**config.mk**
```make
export PLATFORM = sky130hd
export DESIGN_NAME = skin_region_stats_flat
export DESIGN_NICKNAME = d
export VERILOG_FILES = /design/src/rtl/skin_region_stats_if.sv /design/src/rtl/skin_region_stats.sv /design/src/flat_wrapper.sv
export SDC_FILE = /design/constraint.sdc
export NUM_CORES = 1
export LEC_CHECK = 0
export BUFFER_PORTS_ARGS = -buffer_cell sky130_fd_sc_hd__buf_4
export CAP_MARGIN = 20
export CORE_MARGIN = 4
export CORE_UTILIZATION = 40
export CTS_CLUSTER_DIAMETER = 30
export DETAILED_ROUTE_END_ITERATION = 16
export GPL_ROUTABILITY_DRIVEN = 0
export GPL_TIMING_DRIVEN = 0
export PLACE_DENSITY_LB_ADDON = 0.25
export SLEW_MARGIN = 20
export SYNTH_ARGS = -nofsm -noshare
export SYNTH_HDL_FRONTEND = slang
export SYNTH_SLANG_ARGS = --single-unit
```
**constraint.sdc**
```tcl
create_clock -name clk -period 6.4 [get_ports clk]
set_input_delay 0.96 -clock clk [delete_from_list [all_inputs] [get_ports clk]]
set_output_delay 0.96 -clock clk [all_outputs]
set_load 0.02 [all_outputs]
```
**src/rtl/skin_region_stats_if.sv**
```systemverilog
// Pixel-in / statistics-out bundle for skin_region_stats.
// master: the detector/control side that drives pixels and accepts results.
// slave: the statistics block.
interface skin_region_stats_if #(
    parameter int DATAIN_WIDTH = 32,
    parameter int COORD_WIDTH  = 11,
    parameter int COUNT_WIDTH  = 20
);
    logic                    datain_valid;
    logic [DATAIN_WIDTH-1:0] datain;
    logic                    datain_sof;
    logic                    datain_ready;
    logic [7:0]              thresh;
    logic                    result_valid;
    logic                    result_ready;
    logic [COUNT_WIDTH-1:0]  skin_count;
    logic [COORD_WIDTH-1:0]  min_x;
    logic [COORD_WIDTH-1:0]  max_x;
    logic [COORD_WIDTH-1:0]  min_y;
    logic [COORD_WIDTH-1:0]  max_y;
    logic                    result_empty;
    logic                    resync_err;

    modport master (
        output datain_valid, datain, datain_sof, thresh, result_ready,
        input  datain_ready, result_valid, skin_count, min_x, max_x, min_y, max_y,
               result_empty, resync_err
    );

    modport slave (
        input  datain_valid, datain, datain_sof, thresh, result_ready,
        output datain_ready, result_valid, skin_count, min_x, max_x, min_y, max_y,
               result_empty, resync_err
    );
endinterface

```
**src/rtl/skin_region_stats.sv**
```systemverilog
// Per-frame skin pixel count and bounding box from the detector's thresholded score stream.
// Latency: result_valid one cycle after the last pixel of a frame is accepted.
// Backpressure: stalls input (datain_ready=0) while a result waits for result_ready.
module skin_region_stats #(
    parameter int DATAIN_WIDTH = 32,
    parameter int IMG_WIDTH    = 640,
    parameter int IMG_HEIGHT   = 480,
    parameter int COORD_WIDTH  = 11,
    parameter int COUNT_WIDTH  = 20
) (
    input logic clk,
    input logic rst_n,
    skin_region_stats_if.slave bus
);
    typedef enum logic {ACCUM, REPORT} state_t;

    localparam logic [COORD_WIDTH-1:0] X_LAST = COORD_WIDTH'(IMG_WIDTH - 1);
    localparam logic [COORD_WIDTH-1:0] Y_LAST = COORD_WIDTH'(IMG_HEIGHT - 1);
    localparam logic [COORD_WIDTH-1:0] C_ONE  = COORD_WIDTH'(1);

    state_t                 state, state_n;
    logic                   rdy_q, rdy_n;
    logic                   rv_q, rv_n;
    logic                   resync_q, resync_n;
    logic [COORD_WIDTH-1:0] x_q, x_n, y_q, y_n;
    logic [COUNT_WIDTH-1:0] cnt_q, cnt_n;
    logic                   any_q, any_n;
    logic [COORD_WIDTH-1:0] mnx_q, mnx_n, mxx_q, mxx_n, mny_q, mny_n, mxy_q, mxy_n;
    logic [COUNT_WIDTH-1:0] o_cnt_q, o_cnt_n;
    logic [COORD_WIDTH-1:0] o_mnx_q, o_mnx_n, o_mxx_q, o_mxx_n;
    logic [COORD_WIDTH-1:0] o_mny_q, o_mny_n, o_mxy_q, o_mxy_n;
    logic                   o_empty_q, o_empty_n;

    // Per-beat pixel evaluation; an unexpected sof rebases the beat to (0,0) of a fresh frame.
    logic                   accept, restart, is_skin, last_px, base_any, new_any;
    logic [COORD_WIDTH-1:0] eff_x, eff_y;
    logic [COORD_WIDTH-1:0] base_mnx, base_mxx, base_mny, base_mxy;
    logic [COORD_WIDTH-1:0] upd_mnx, upd_mxx, upd_mny, upd_mxy;
    logic [COUNT_WIDTH-1:0] new_cnt;
    logic                   unused_hi;

    assign unused_hi = ^bus.datain[DATAIN_WIDTH-1:8];
    assign accept    = bus.datain_valid && rdy_q;
    assign restart   = bus.datain_sof && ((x_q != '0) || (y_q != '0));
    assign is_skin   = bus.datain[7:0] >= bus.thresh;
    assign eff_x     = restart ? '0 : x_q;
    assign eff_y     = restart ? '0 : y_q;
    assign last_px   = (eff_x == X_LAST) && (eff_y == Y_LAST);
    assign base_any  = restart ? 1'b0 : any_q;
    assign base_mnx  = restart ? '0 : mnx_q;
    assign base_mxx  = restart ? '0 : mxx_q;
    assign base_mny  = restart ? '0 : mny_q;
    assign base_mxy  = restart ? '0 : mxy_q;
    assign new_cnt   = (restart ? '0 : cnt_q) + {{(COUNT_WIDTH-1){1'b0}}, is_skin};
    assign new_any   = base_any | is_skin;
    assign upd_mnx   = !is_skin ? base_mnx : (!base_any || eff_x < base_mnx) ? eff_x : base_mnx;
    assign upd_mxx   = !is_skin ? base_mxx : (!base_any || eff_x > base_mxx) ? eff_x : base_mxx;
    assign upd_mny   = !is_skin ? base_mny : (!base_any || eff_y < base_mny) ? eff_y : base_mny;
    assign upd_mxy   = !is_skin ? base_mxy : (!base_any || eff_y > base_mxy) ? eff_y : base_mxy;

    // Next-state and datapath decisions for the ACCUM/REPORT controller.
    always_comb begin
        state_n   = state;
        rv_n      = rv_q;
        resync_n  = resync_q;
        x_n       = x_q;
        y_n       = y_q;
        cnt_n     = cnt_q;
        any_n     = any_q;
        mnx_n     = mnx_q;
        mxx_n     = mxx_q;
        mny_n     = mny_q;
        mxy_n     = mxy_q;
        o_cnt_n   = o_cnt_q;
        o_mnx_n   = o_mnx_q;
        o_mxx_n   = o_mxx_q;
        o_mny_n   = o_mny_q;
        o_mxy_n   = o_mxy_q;
        o_empty_n = o_empty_q;
        case (state)
            ACCUM: begin
                if (accept) begin
                    if (restart) resync_n = 1'b1;
                    if (last_px) begin
                        o_cnt_n   = new_cnt;
                        o_mnx_n   = new_any ? upd_mnx : '0;
                        o_mxx_n   = new_any ? upd_mxx : '0;
                        o_mny_n   = new_any ? upd_mny : '0;
                        o_mxy_n   = new_any ? upd_mxy : '0;
                        o_empty_n = !new_any;
                        rv_n      = 1'b1;
                        state_n   = REPORT;
                        x_n       = '0;
                        y_n       = '0;
                        cnt_n     = '0;
                        any_n     = 1'b0;
                        mnx_n     = '0;
                        mxx_n     = '0;
                        mny_n     = '0;
                        mxy_n     = '0;
                    end else begin
                        cnt_n = new_cnt;
                        any_n = new_any;
                        mnx_n = upd_mnx;
                        mxx_n = upd_mxx;
                        mny_n = upd_mny;
                        mxy_n = upd_mxy;
                        if (eff_x == X_LAST) begin
                            x_n = '0;
                            y_n = eff_y + C_ONE;
                        end else begin
                            x_n = eff_x + C_ONE;
                            y_n = eff_y;
                        end
                    end
                end
            end
            REPORT: begin
                if (bus.result_ready) begin
                    rv_n    = 1'b0;
                    state_n = ACCUM;
                end
            end
            default: state_n = ACCUM;
        endcase
        rdy_n = (state_n == ACCUM);
    end

    // State, accumulator and result registers; reset abandons any frame in flight.
    always_ff @(posedge clk or negedge rst_n) begin
        if (!rst_n) begin
            state     <= ACCUM;
            rdy_q     <= 1'b0;
            rv_q      <= 1'b0;
            resync_q  <= 1'b0;
            x_q       <= '0;
            y_q       <= '0;
            cnt_q     <= '0;
            any_q     <= 1'b0;
            mnx_q     <= '0;
            mxx_q     <= '0;
            mny_q     <= '0;
            mxy_q     <= '0;
            o_cnt_q   <= '0;
            o_mnx_q   <= '0;
            o_mxx_q   <= '0;
            o_mny_q   <= '0;
            o_mxy_q   <= '0;
            o_empty_q <= 1'b0;
        end else begin
            state     <= state_n;
            rdy_q     <= rdy_n;
            rv_q      <= rv_n;
            resync_q  <= resync_n;
            x_q       <= x_n;
            y_q       <= y_n;
            cnt_q     <= cnt_n;
            any_q     <= any_n;
            mnx_q     <= mnx_n;
            mxx_q     <= mxx_n;
            mny_q     <= mny_n;
            mxy_q     <= mxy_n;
            o_cnt_q   <= o_cnt_n;
            o_mnx_q   <= o_mnx_n;
            o_mxx_q   <= o_mxx_n;
            o_mny_q   <= o_mny_n;
            o_mxy_q   <= o_mxy_n;
            o_empty_q <= o_empty_n;
        end
    end

    assign bus.datain_ready = rdy_q;
    assign bus.result_valid = rv_q;
    assign bus.resync_err   = resync_q;
    assign bus.skin_count   = o_cnt_q;
    assign bus.min_x        = o_mnx_q;
    assign bus.max_x        = o_mxx_q;
    assign bus.min_y        = o_mny_q;
    assign bus.max_y        = o_mxy_q;
    assign bus.result_empty = o_empty_q;
endmodule
```
**src/flat_wrapper.sv**
```systemverilog
// flat-port wrapper written by rule: the top's interface ports become plain ports
module skin_region_stats_flat 
#(
    parameter int DATAIN_WIDTH = 32,
    parameter int IMG_WIDTH    = 640,
    parameter int IMG_HEIGHT   = 480,
    parameter int COORD_WIDTH  = 11,
    parameter int COUNT_WIDTH  = 20
)
  (clk, rst_n, bus_datain_valid, bus_datain, bus_datain_sof, bus_thresh, bus_result_ready, bus_datain_ready, bus_result_valid, bus_skin_count, bus_min_x, bus_max_x, bus_min_y, bus_max_y, bus_result_empty, bus_resync_err);
  skin_region_stats_if #(.DATAIN_WIDTH(DATAIN_WIDTH), .COORD_WIDTH(COORD_WIDTH), .COUNT_WIDTH(COUNT_WIDTH)) bus_i ();
  input logic clk;
  input logic rst_n;
  input wire logic [$bits(bus_i.datain_valid)-1:0] bus_datain_valid;
  input wire logic [$bits(bus_i.datain)-1:0] bus_datain;
  input wire logic [$bits(bus_i.datain_sof)-1:0] bus_datain_sof;
  input wire logic [$bits(bus_i.thresh)-1:0] bus_thresh;
  input wire logic [$bits(bus_i.result_ready)-1:0] bus_result_ready;
  output wire logic [$bits(bus_i.datain_ready)-1:0] bus_datain_ready;
  output wire logic [$bits(bus_i.result_valid)-1:0] bus_result_valid;
  output wire logic [$bits(bus_i.skin_count)-1:0] bus_skin_count;
  output wire logic [$bits(bus_i.min_x)-1:0] bus_min_x;
  output wire logic [$bits(bus_i.max_x)-1:0] bus_max_x;
  output wire logic [$bits(bus_i.min_y)-1:0] bus_min_y;
  output wire logic [$bits(bus_i.max_y)-1:0] bus_max_y;
  output wire logic [$bits(bus_i.result_empty)-1:0] bus_result_empty;
  output wire logic [$bits(bus_i.resync_err)-1:0] bus_resync_err;
  assign bus_i.datain_valid = bus_datain_valid;
  assign bus_i.datain = bus_datain;
  assign bus_i.datain_sof = bus_datain_sof;
  assign bus_i.thresh = bus_thresh;
  assign bus_i.result_ready = bus_result_ready;
  assign bus_datain_ready = bus_i.datain_ready;
  assign bus_result_valid = bus_i.result_valid;
  assign bus_skin_count = bus_i.skin_count;
  assign bus_min_x = bus_i.min_x;
  assign bus_max_x = bus_i.max_x;
  assign bus_min_y = bus_i.min_y;
  assign bus_max_y = bus_i.max_y;
  assign bus_result_empty = bus_i.result_empty;
  assign bus_resync_err = bus_i.resync_err;
  skin_region_stats #(.DATAIN_WIDTH(DATAIN_WIDTH), .IMG_WIDTH(IMG_WIDTH), .IMG_HEIGHT(IMG_HEIGHT), .COORD_WIDTH(COORD_WIDTH), .COUNT_WIDTH(COUNT_WIDTH)) u_core (.clk(clk), .rst_n(rst_n), .bus(bus_i));
endmodule
```
# == Word level (Yosys, flattened, before mapping) ==
# Index checks and enable logic that the tools add are counted.
# totals
elab_cells,88
out_inout_bits,68
ff_bits,156
# op_classes
addsub,3
n_mux,38
order_cmp,5
n_reduce_logical,16
eq_ne,5
n_bitwise,3
# op_table
op,count
$mux 11,26
$mux 20,2
$add 11x1->11 const B,2
$gt 11x11->1,2
$lt 11x11->1,2
$reduce_bool 11->1,2
$add 20x1->20,1
$eq 11x10->1 const B,1
$eq 11x9->1 const B,1
$reduce_and 3->1,3
$ge 8x8->1,1
$mux 1,8
$logic_or 1x1->1,5
$ne 2x1->1 const B,2
$pmux 1 s2,2
$logic_and 1x1->1,3
$logic_not 1->1,2
$ne 2x2->1 const B,1
$not 1->1,2
$reduce_and 2->1,1
$or 1x1->1,1

# == Logic depth before layout (Yosys ltp) ==
# Gate-level depths: netlist of run 1.
# logic_depth
ltp_word,10
depth_mapped,18

# == Least setup slack after synthesis of run 1 ==
# No wires, ideal clock.
# synth_timing
kind,register -> register
start,reg u_core.y_q[8]
end,reg u_core.mxx_q[4]
required_ps,6334
arrival_ps,3796
synth_period_minus_slack_ps,3862
stages_incl_launch_ff,19
setup_slack_ps,2538
path_cell_list,dfrtp_1 clkbuf_1 nor4_1 nand4_1 o21ai_2 buf_2 buf_2 clkbuf_1 clkbuf_1 nand2_1 ha_1 nand4_1 nor4_1 nor4_1 o21ai_0 a32oi_1 o21ai_0 clkbuf_1 a22o_1
# synth_via
elab_chain_len,9
elab_cells_between_ends,16
# synth_lines
element,line,text
from (decl),skin_region_stats.sv:25,"logic [COORD_WIDTH-1:0] x_q, x_n, y_q, y_n;"
from (signal assigned),skin_region_stats.sv:156,y_q <= y_n;
$reduce_bool 11->1,skin_region_stats.sv:44,assign restart = bus.datain_sof && ((x_q != '0) || (y_q != '0));
$logic_or 1x1->1,skin_region_stats.sv:44,
$logic_and 1x1->1,skin_region_stats.sv:44,
"$mux 11, or another cell as far along",skin_region_stats.sv:46,assign eff_x = restart ? '0 : x_q;
$gt 11x11->1 or $logic_not 1->1 (tied branches),skin_region_stats.sv:57,assign upd_mxx = !is_skin ? base_mxx : (!base_any || eff_x > base_mxx) ? eff_x : base_mxx;
$logic_or 1x1->1,skin_region_stats.sv:57,
$mux 11 (2 in series),skin_region_stats.sv:57,
$mux 11 *,skin_region_stats.sv:84,if (last_px) begin
to (signal assigned),skin_region_stats.sv:160,mxx_q <= mxx_n;
to (decl),skin_region_stats.sv:28,"logic [COORD_WIDTH-1:0] mnx_q, mnx_n, mxx_q, mxx_n, mny_q, mny_n, mxy_q, mxy_n;"
# Mark *: on every way between the ends. The rest lies on a longest branch, timed or not.
# A chain may end at the register's enable or synchronous reset.

# == Worst setup path after layout of run 1 ==
# layout_timing
start,reg u_core.y_q[8]
end,reg u_core.mxy_q[7]
# layout_via
elab_chain_len,9
elab_cells_between_ends,16
# layout_lines
element,line,text
$reduce_bool 11->1,skin_region_stats.sv:44,
$logic_or 1x1->1,skin_region_stats.sv:44,
$logic_and 1x1->1,skin_region_stats.sv:44,
"$mux 11, or another cell as far along",skin_region_stats.sv:47,assign eff_y = restart ? '0 : y_q;
$gt 11x11->1 or $logic_not 1->1 (tied branches),skin_region_stats.sv:59,assign upd_mxy = !is_skin ? base_mxy : (!base_any || eff_y > base_mxy) ? eff_y : base_mxy;
$logic_or 1x1->1,skin_region_stats.sv:59,
$mux 11 (2 in series),skin_region_stats.sv:59,
$mux 11 *,skin_region_stats.sv:84,
to (signal assigned),skin_region_stats.sv:162,mxy_q <= mxy_n;
to (decl),skin_region_stats.sv:28,
# Marked as above.

==> results.ini, run 1 <==
[outcome]
status = complete, no violations

[floorplanning]
start_util_pct = 40.74
die_x_um = 154.3
num_rows = 53
num_io_pins = 113
dieArea_um2 = 23810
die_y_um = 154.3
core_area_um2 = 21020

[detailed_routing]
drt_iter0_markers = 552
drc = 0
routed_wl_um = 23860
first_pass_iters = 5
wire_per_inst_um = 18.57
ant_nets = 0
via_per_inst = 5.593
vias = 7187

[clocking]
cts_buffers = 17
clock_latency_ps = 430
root_buffer = clkbuf_16
cts_sinks = 156
cts_tree = built
clkTransAtPathRegs_ps = 60
cts_max_path_buffers = 2
postCtsSetupRepairBufs = 0
cts_resized = 0
htreeDepth = 4
postCtsHoldBufs = 0

[yosys]
syn_area_um2 = 8563
synth_edf_count = 0
synth_cell_types = 57
postSynthAreaPerCell_um2 = 9.632
synthArstFlopShare_pct = 100.0
ys_seq_area_share_pct = 45.59
synth_top_area_cell = dfrtp_1
synthTopCellsByArea = dfrtp_1 (46%), ha_1 (7.9%), a22o_1 (7.2%)
synth-seq-cells = 156
syn_inst = 889
synth_top_area_share_pct = 45.59
synth_flop_cell = dfrtp_1
yosys_warnings = 0
synth_fp_nets = 988

[cells_and_area]
area_growth_pct = 19.18
layout_common_cells = dfrtp_1 (156), nand2_1 (151), buf_4 (92), o21ai_0 (84), a22o_1 (70)
layout.nets = 1096
final_util_pct = 48.55
drive_above_1_share_pct = 15.64
antenna_cells = 0
layout_commonest_cell = dfrtp_1
finalNonFillerCells = 1285

[timing]
tightest_slew_ps = 824.6
period_needed_ps = 5285
hold_viol_final = 0
fmax_mhz = 189.2
setup_violations = 0
finalSetupTns_ps = 0
fin_crit_sh_pct = 82.58
clock_skew_ps = 10.67
rsz0062_at_grt = no
slew_violations = 0
slew_headroom_pct = 44.52
hold_ws_ps = 462.0

[global_routing]
grt_max_degree = 96
grt_pass1_wl_um = 39160
grt_pass1_vias = 7259
antenna_found_initial = 0
gr-usage-all-layers_pct = 20.50
grt-ovfl-total = 0

[placed_design]
place_inst = 1253
hpwl_um = 17400
portBuffers = 88

[power]
p_leak_nw = 4.974
swShare_pct = 31.65
p_int_w = 0.001818
power_density_nw_per_um2 = 260.7
clockPowerShare_pct = 39.0
switching_power_w = 0.0008420
p_seq_share_pct = 39.9
ir_drop_mv = 0.2123
comb_power_share_pct = 21.1

[critical_path]
critical_path.endpoint = u_core.mxy_q[7]$_DFFE_PN0P_
setup.worst_path.class = reg -> reg
cp.required_ps = 6760
cp_data_arrival_time_ps = 5650
startpoint = u_core.y_q[8]$_DFFE_PN0P_
rr_endpoint = u_core.mxy_q[7]$_DFFE_PN0P_
reg2reg_from = u_core.y_q[8]$_DFFE_PN0P_
r2r_cells = 18
start_kind = register
worstPathMaxFanout = 10
cp-end-kind = register
reg2reg_slack_ps = 1110

[worst_hold_path]
min_path_type = in -> async

[flow_run]
drv_cap = 0

-- worst min path at each step --
stage / from / slack [ps] / cells after the start / end
2_1_floorplan: u_core.cnt_q[0]$_DFFE_PN0P_ / 440 / 2 / u_core.cnt_q[0]$_DFFE_PN0P_
3_3_place_gp: u_core.bus.resync_err$_DFFE_PN0P_ / 440 / 1 / u_core.bus.resync_err$_DFFE_PN0P_
3_5_place_dp: u_core.bus.resync_err$_DFFE_PN0P_ / 450 / 1 / u_core.bus.resync_err$_DFFE_PN0P_
4_1_cts: u_core.bus.resync_err$_DFFE_PN0P_ / 460 / 1 / u_core.bus.resync_err$_DFFE_PN0P_
5_1_grt: rst_n / 500 / 1 / u_core.bus.skin_count[13]$_DFFE_PN0P_
6_report: rst_n / 460 / 1 / u_core.cnt_q[7]$_DFFE_PN0P_
-- power groups by stage --
stage / logic [W] / registers (W) / clock network (W)
finish: 0.000560 / 0.00106 / 0.00104
global route: 0.000628 / 0.00107 / 0.00110
CTS: 0.000562 / 0.00106 / 0.00106
detailed placement: 0.000560 / 0.00108 / 0
global placement: 0.000551 / 0.00108 / 0
floorplan: 0.000381 / 0.00107 / 0
-- worst max-delay path, cell delays in order, from the launching register on --
cell and delay (ps):
dfrtp_1 360, clkbuf_1 210, nor4_1 340, nand4_1 170
o21ai_2 250, buf_2 310, buf_2 290, clkbuf_1 480
clkbuf_1 580, nand2_1 130, ha_1 340, a21oi_1 200
o21ai_0 120, nor4_1 290, nor2_1 110, o21a_1 260
clkbuf_1 250, o21ai_0 350, a32o_1 180
-- cells by family after synthesis --
group	share of synthesized area, %
and+or+nand+nor	16.17
AOI/OAI and AO/OA	21.04
DFF	45.59
buffers and inverters	4.792
adders and majority gates	7.890
muxes	2.572
xor gates and xnor gates	1.943
-- layer usage --
metal  vias to the layer above  part of all wire, %  global-route usage [%]  routed length, um
met1                      3504                   46                   28.15              11060
met3                        25                  4.7                   4.253               1130
met4                         0                  1.5                   4.920                359
met2                       190                   47                   33.44              11320
li1                       3468                    -                       -                  -
met5                         -                    0                       0                  0
-- through the flow --
stage          power [W]  cell area (um^2)  setup WS, ps
4_1_cts         0.002677             10210          1104
2_1_floorplan   0.001448              8563          2538
6_report        0.002660             10210          1115
3_3_place_gp    0.001627              9568          1156
3_5_place_dp    0.001637              9603          1129
5_1_grt         0.002797             10210         688.5
-- final cells by class --
cell class	instances	area, um^2
fillers	1981	10820
well taps	275	344.1
clock inverters	12	136.4
flip-flops and latches	156	3904
clock buffers	20	466.7
multi-input cells	639	4249
repair buffers	89	695.7
inverters	42	157.7
plain buffers	52	252.7
-- Yosys cell counts (all sizes together), types with 4 or more instances --
master    n
and4      4
and2      9
inv      42
a221o     8
xor2      8
a22oi     6
o21ai    88
nor2     33
a22o     70
nor2b    11
a21o      8
nor4     13
ha       54
a31oi     9
and3     16
nand4    17
buf      23
mux2i    22
dfrtp   156
nand2   152
nand3    18
clkbuf   29
xnor2    11
o31ai    18
nand2b    5
a32o      9
a21oi    27
Power figures use the tool's default switching activity.
==> run 2, diff against run 1 <==
Settings changed: ABC_AREA set to 1.
Clock period 6.4 ns to 5.5 ns, I/O delays scaled along.
==> run 2 against run 1 <==
  * Worst setup slack gained 450 ps
  * Routed wire length grew 15%
  * Combinational power grew 0.9%
  * Clock skew shrank 0.62 ps
  * Clock power grew 14%
  * Fmax grew 34%
  * Register-to-register slack gained 450 ps
  * Clock-buffer cell count is the same
==> results.ini, run 2 <==
[outcome]
status = complete, no violations  ; unchanged

[critical_path]
crit_slowest_cell = dfrtp_1  ; was clkbuf_1
crit_buf_inv = 5  ; was 6
cp_data_arrival_time_ps = 4260  ; was 5650 ps
cpMostUsedCell = nand2_1  ; was clkbuf_1
path_delay_family = buffers and inverters  ; unchanged
worstPathMaxFanout = 10  ; unchanged
setup.worst_path.class = reg -> reg  ; unchanged
cp-end-kind = register  ; unchanged
slowest_delay_ps = 430  ; was 580 ps
start_kind = register  ; unchanged
reg2reg_slack_ps = 1560  ; was 1110 ps
cp.required_ps = 5820  ; was 6760 ps
crit_chain = nor2_1 > nand2_1 > nor2_2 > nand3_2 > nand2_4 > buf_6 > buf_6 > buf_4 > buf_2 > nand2_1 > ha_1 > a21oi_1 > o21ai_0 > a21oi_1 > nor2_1 > o21ai_0 > nand2_1 > nand2_1 > clkbuf_1 > o21ai_0 > nand2_1 > nand2_1  ; was clkbuf_1 > nor4_1 > nand4_1 > o21ai_2 > buf_2 > buf_2 > clkbuf_1 > clkbuf_1 > nand2_1 > ha_1 > a21oi_1 > o21ai_0 > nor4_1 > nor2_1 > o21a_1 > clkbuf_1 > o21ai_0 > a32o_1

[yosys]
synth_most_common_cell = nand2_1  ; was dfrtp_1
synth_fp_nets = 1479  ; was 988
syn_inst = 1380  ; was 889
synth_top_area_cell = dfrtp_1  ; unchanged
synth_top_area_share_pct = 40.69  ; was 45.59%
synth-seq-cells = 156  ; unchanged
yosys_warnings = 0  ; unchanged
synthTopCellsByArea = dfrtp_1 (41%), nand2_1 (27%), ha_1 (7.0%)  ; was dfrtp_1 (46%), ha_1 (7.9%), a22o_1 (7.2%)
synthArstFlopShare_pct = 100.0  ; unchanged
synth_cell_types = 37  ; was 57
synth_top_cells_by_count = nand2_1 (682), dfrtp_1 (156), inv_1 (124)  ; was dfrtp_1 (156), nand2_1 (151), o21ai_0 (84)
postSynthAreaPerCell_um2 = 6.952  ; was 9.632 um^2
syn_area_um2 = 9594  ; was 8563 um^2
ys_seq_area_share_pct = 40.69  ; was 45.59%
synth_flop_cell = dfrtp_1  ; unchanged
synth_edf_count = 0  ; unchanged

[power]
power_density_nw_per_um2 = 262.6  ; was 260.7 nW/um^2
ir_drop_mv = 0.1560  ; was 0.2123 mV
p_leak_nw = 6.462  ; was 4.974 nW

[clocking]
cts_sinks = 156  ; unchanged
cts_tree = built  ; unchanged
clock_latency_ps = 430  ; about the same
postCtsSetupRepairBufs = 0  ; unchanged
root_buffer = clkbuf_16  ; unchanged
cts_resized = 0  ; unchanged
clkTransAtPathRegs_ps = 70  ; was 60 ps
htreeDepth = 4  ; unchanged
cts_max_path_buffers = 2  ; unchanged
cts_buffers = 17  ; unchanged
postCtsHoldBufs = 0  ; unchanged

[timing]
tightest_slew_ps = 792.7  ; was 824.6 ps
setup_violations = 0  ; unchanged
hold_ws_ps = 356.8  ; was 462.0 ps
finalSetupTns_ps = 0  ; unchanged
slew_headroom_pct = 46.96  ; was 44.52%
hold_viol_final = 0  ; unchanged
fmax_mhz = 253.9  ; was 189.2 MHz
clock_skew_ps = 10.05  ; was 10.67 ps
fin_crit_sh_pct = 71.60  ; was 82.58%
rsz0062_at_grt = no  ; unchanged
period_needed_ps = 3938  ; was 5285 ps
slew_violations = 0  ; unchanged

[detailed_routing]
route.met2.wl_um = 12600  ; was 11320 um
ant_nets = 0  ; unchanged
drc = 0  ; unchanged
wl_met1_um = 12820  ; was 11060 um
vias = 9003  ; was 7187
via_per_inst = 4.947  ; was 5.593
drt_iter0_markers = 825  ; was 552
highest_layer = met4  ; unchanged
dr_wl_met3_um = 1574  ; was 1130 um
routed_wl_um = 27370  ; was 23860 um
first_pass_iters = 8  ; was 5
wire_per_inst_um = 15.04  ; was 18.57 um

[floorplanning]
num_rows = 56  ; was 53
die_y_um = 162.9  ; was 154.3 um
die_x_um = 162.9  ; was 154.3 um
core_area_um2 = 23540  ; was 21020 um^2
num_io_pins = 113  ; unchanged
dieArea_um2 = 26530  ; was 23810 um^2
start_util_pct = 40.75  ; was 40.74%

[cells_and_area]
layout_common_cells = nand2_1 (682), dfrtp_1 (156), inv_1 (124), buf_4 (91), nand3_1 (84)  ; was dfrtp_1 (156), nand2_1 (151), buf_4 (92), o21ai_0 (84), a22o_1 (70)
layout_commonest_cell = nand2_1  ; was dfrtp_1
n_fill_cell = 2434  ; was 1981
area_growth_pct = 17.50  ; was 19.18%
antenna_cells = 0  ; unchanged
drive_above_1_share_pct = 11.86  ; was 15.64%
layout.nets = 1587  ; was 1096
seq_area_um2 = 3904  ; unchanged
multi_input_area_um2 = 4847  ; was 4249 um^2

[flow_run]
drv_cap = 0  ; unchanged

[placed_design]
portBuffers = 88  ; unchanged
hpwl_um = 20080  ; was 17400 um

[global_routing]
antenna_found_initial = 0  ; unchanged
gr-usage-all-layers_pct = 21.12  ; was 20.50%
grt_pass1_wl_um = 44840  ; was 39160 um
grt-ovfl-total = 0  ; unchanged
grt_max_degree = 81  ; was 96
grt_pass1_vias = 8616  ; was 7259

[worst_hold_path]
min_path_type = in -> async  ; unchanged

run 2: cells by family (layout without fill, tap and decap cells):
logic type               count (synthesis)  after routing  synth area share, %
XOR/XNOR                                14             14                1.278
AO/OA/AOI/OAI                           82             82                4.604
buffers and inverters                  184            305                8.790
AND/OR/NAND/NOR                        890            890                37.60
adder cells (fa/ha/maj)                 54             54                7.042
flip-flops                             156            156                40.69
run 2: report_power, final:
part | internal (W) | leakage, nW | switching (W)
combinational | 0.000166 | 4.03 | 0.000398
clock | 0.000660 | 0.278 | 0.000531
sequential | 0.00118 | 2.16 | 0.0000240
run 2: worst paths after layout:
path | start | to | cells after the start
worst max-delay path | u_core.y_q[1]$_DFFE_PN0P_ | u_core.mxy_q[2]$_DFFE_PN0P_ | 22
worst min-delay path | rst_n | u_core.bus.max_y[2]$_DFFE_PN0P_ | 1
worst max register to register | u_core.y_q[1]$_DFFE_PN0P_ | u_core.mxy_q[2]$_DFFE_PN0P_ | 22
worst min register to register | u_core.bus.result_empty$_DFFE_PN0P_ | u_core.bus.result_empty$_DFFE_PN0P_ | 2
max in group asynchronous | rst_n | u_core.mnx_q[7]$_DFFE_PN0P_ | 2
min in group clk | u_core.bus.result_empty$_DFFE_PN0P_ | u_core.bus.result_empty$_DFFE_PN0P_ | 2
run 2: final cells by class:
class                      instances  share of cell area (%)
timing repair buffer              89                   6.171
clock inverter                    12                   1.132
tap                              319                   3.541
sequential                       156                   34.63
clock buffer                      20                   4.051
buffer                            54                   3.152
multi-input combinational       1040                   43.00
inverter                         130                   4.329
run 2: per-stage QoR:
step                      total power (W)  cells  instance area [um^2]  setup slack (ps)  util [%]
after floorplan                  0.001590   1380                  9594              2296         -
after global placement           0.001772   1787                 10650              1422     45.25
after detailed placement         0.001785   1788                 10690              1416     45.40
after CTS                        0.002971   1820                 11270              1614     47.88
after global routing             0.003105   1820                 11270              1158     47.88
final                            0.002960   1820                 11270              1562     47.88
run 2: metal layers:
layer  vias up  global-route usage [%]
li1       4515                       -
met1      4204                   29.94
met2       259                   34.02
met3        25                   3.721
met4         0                   4.575
met5         -                       0
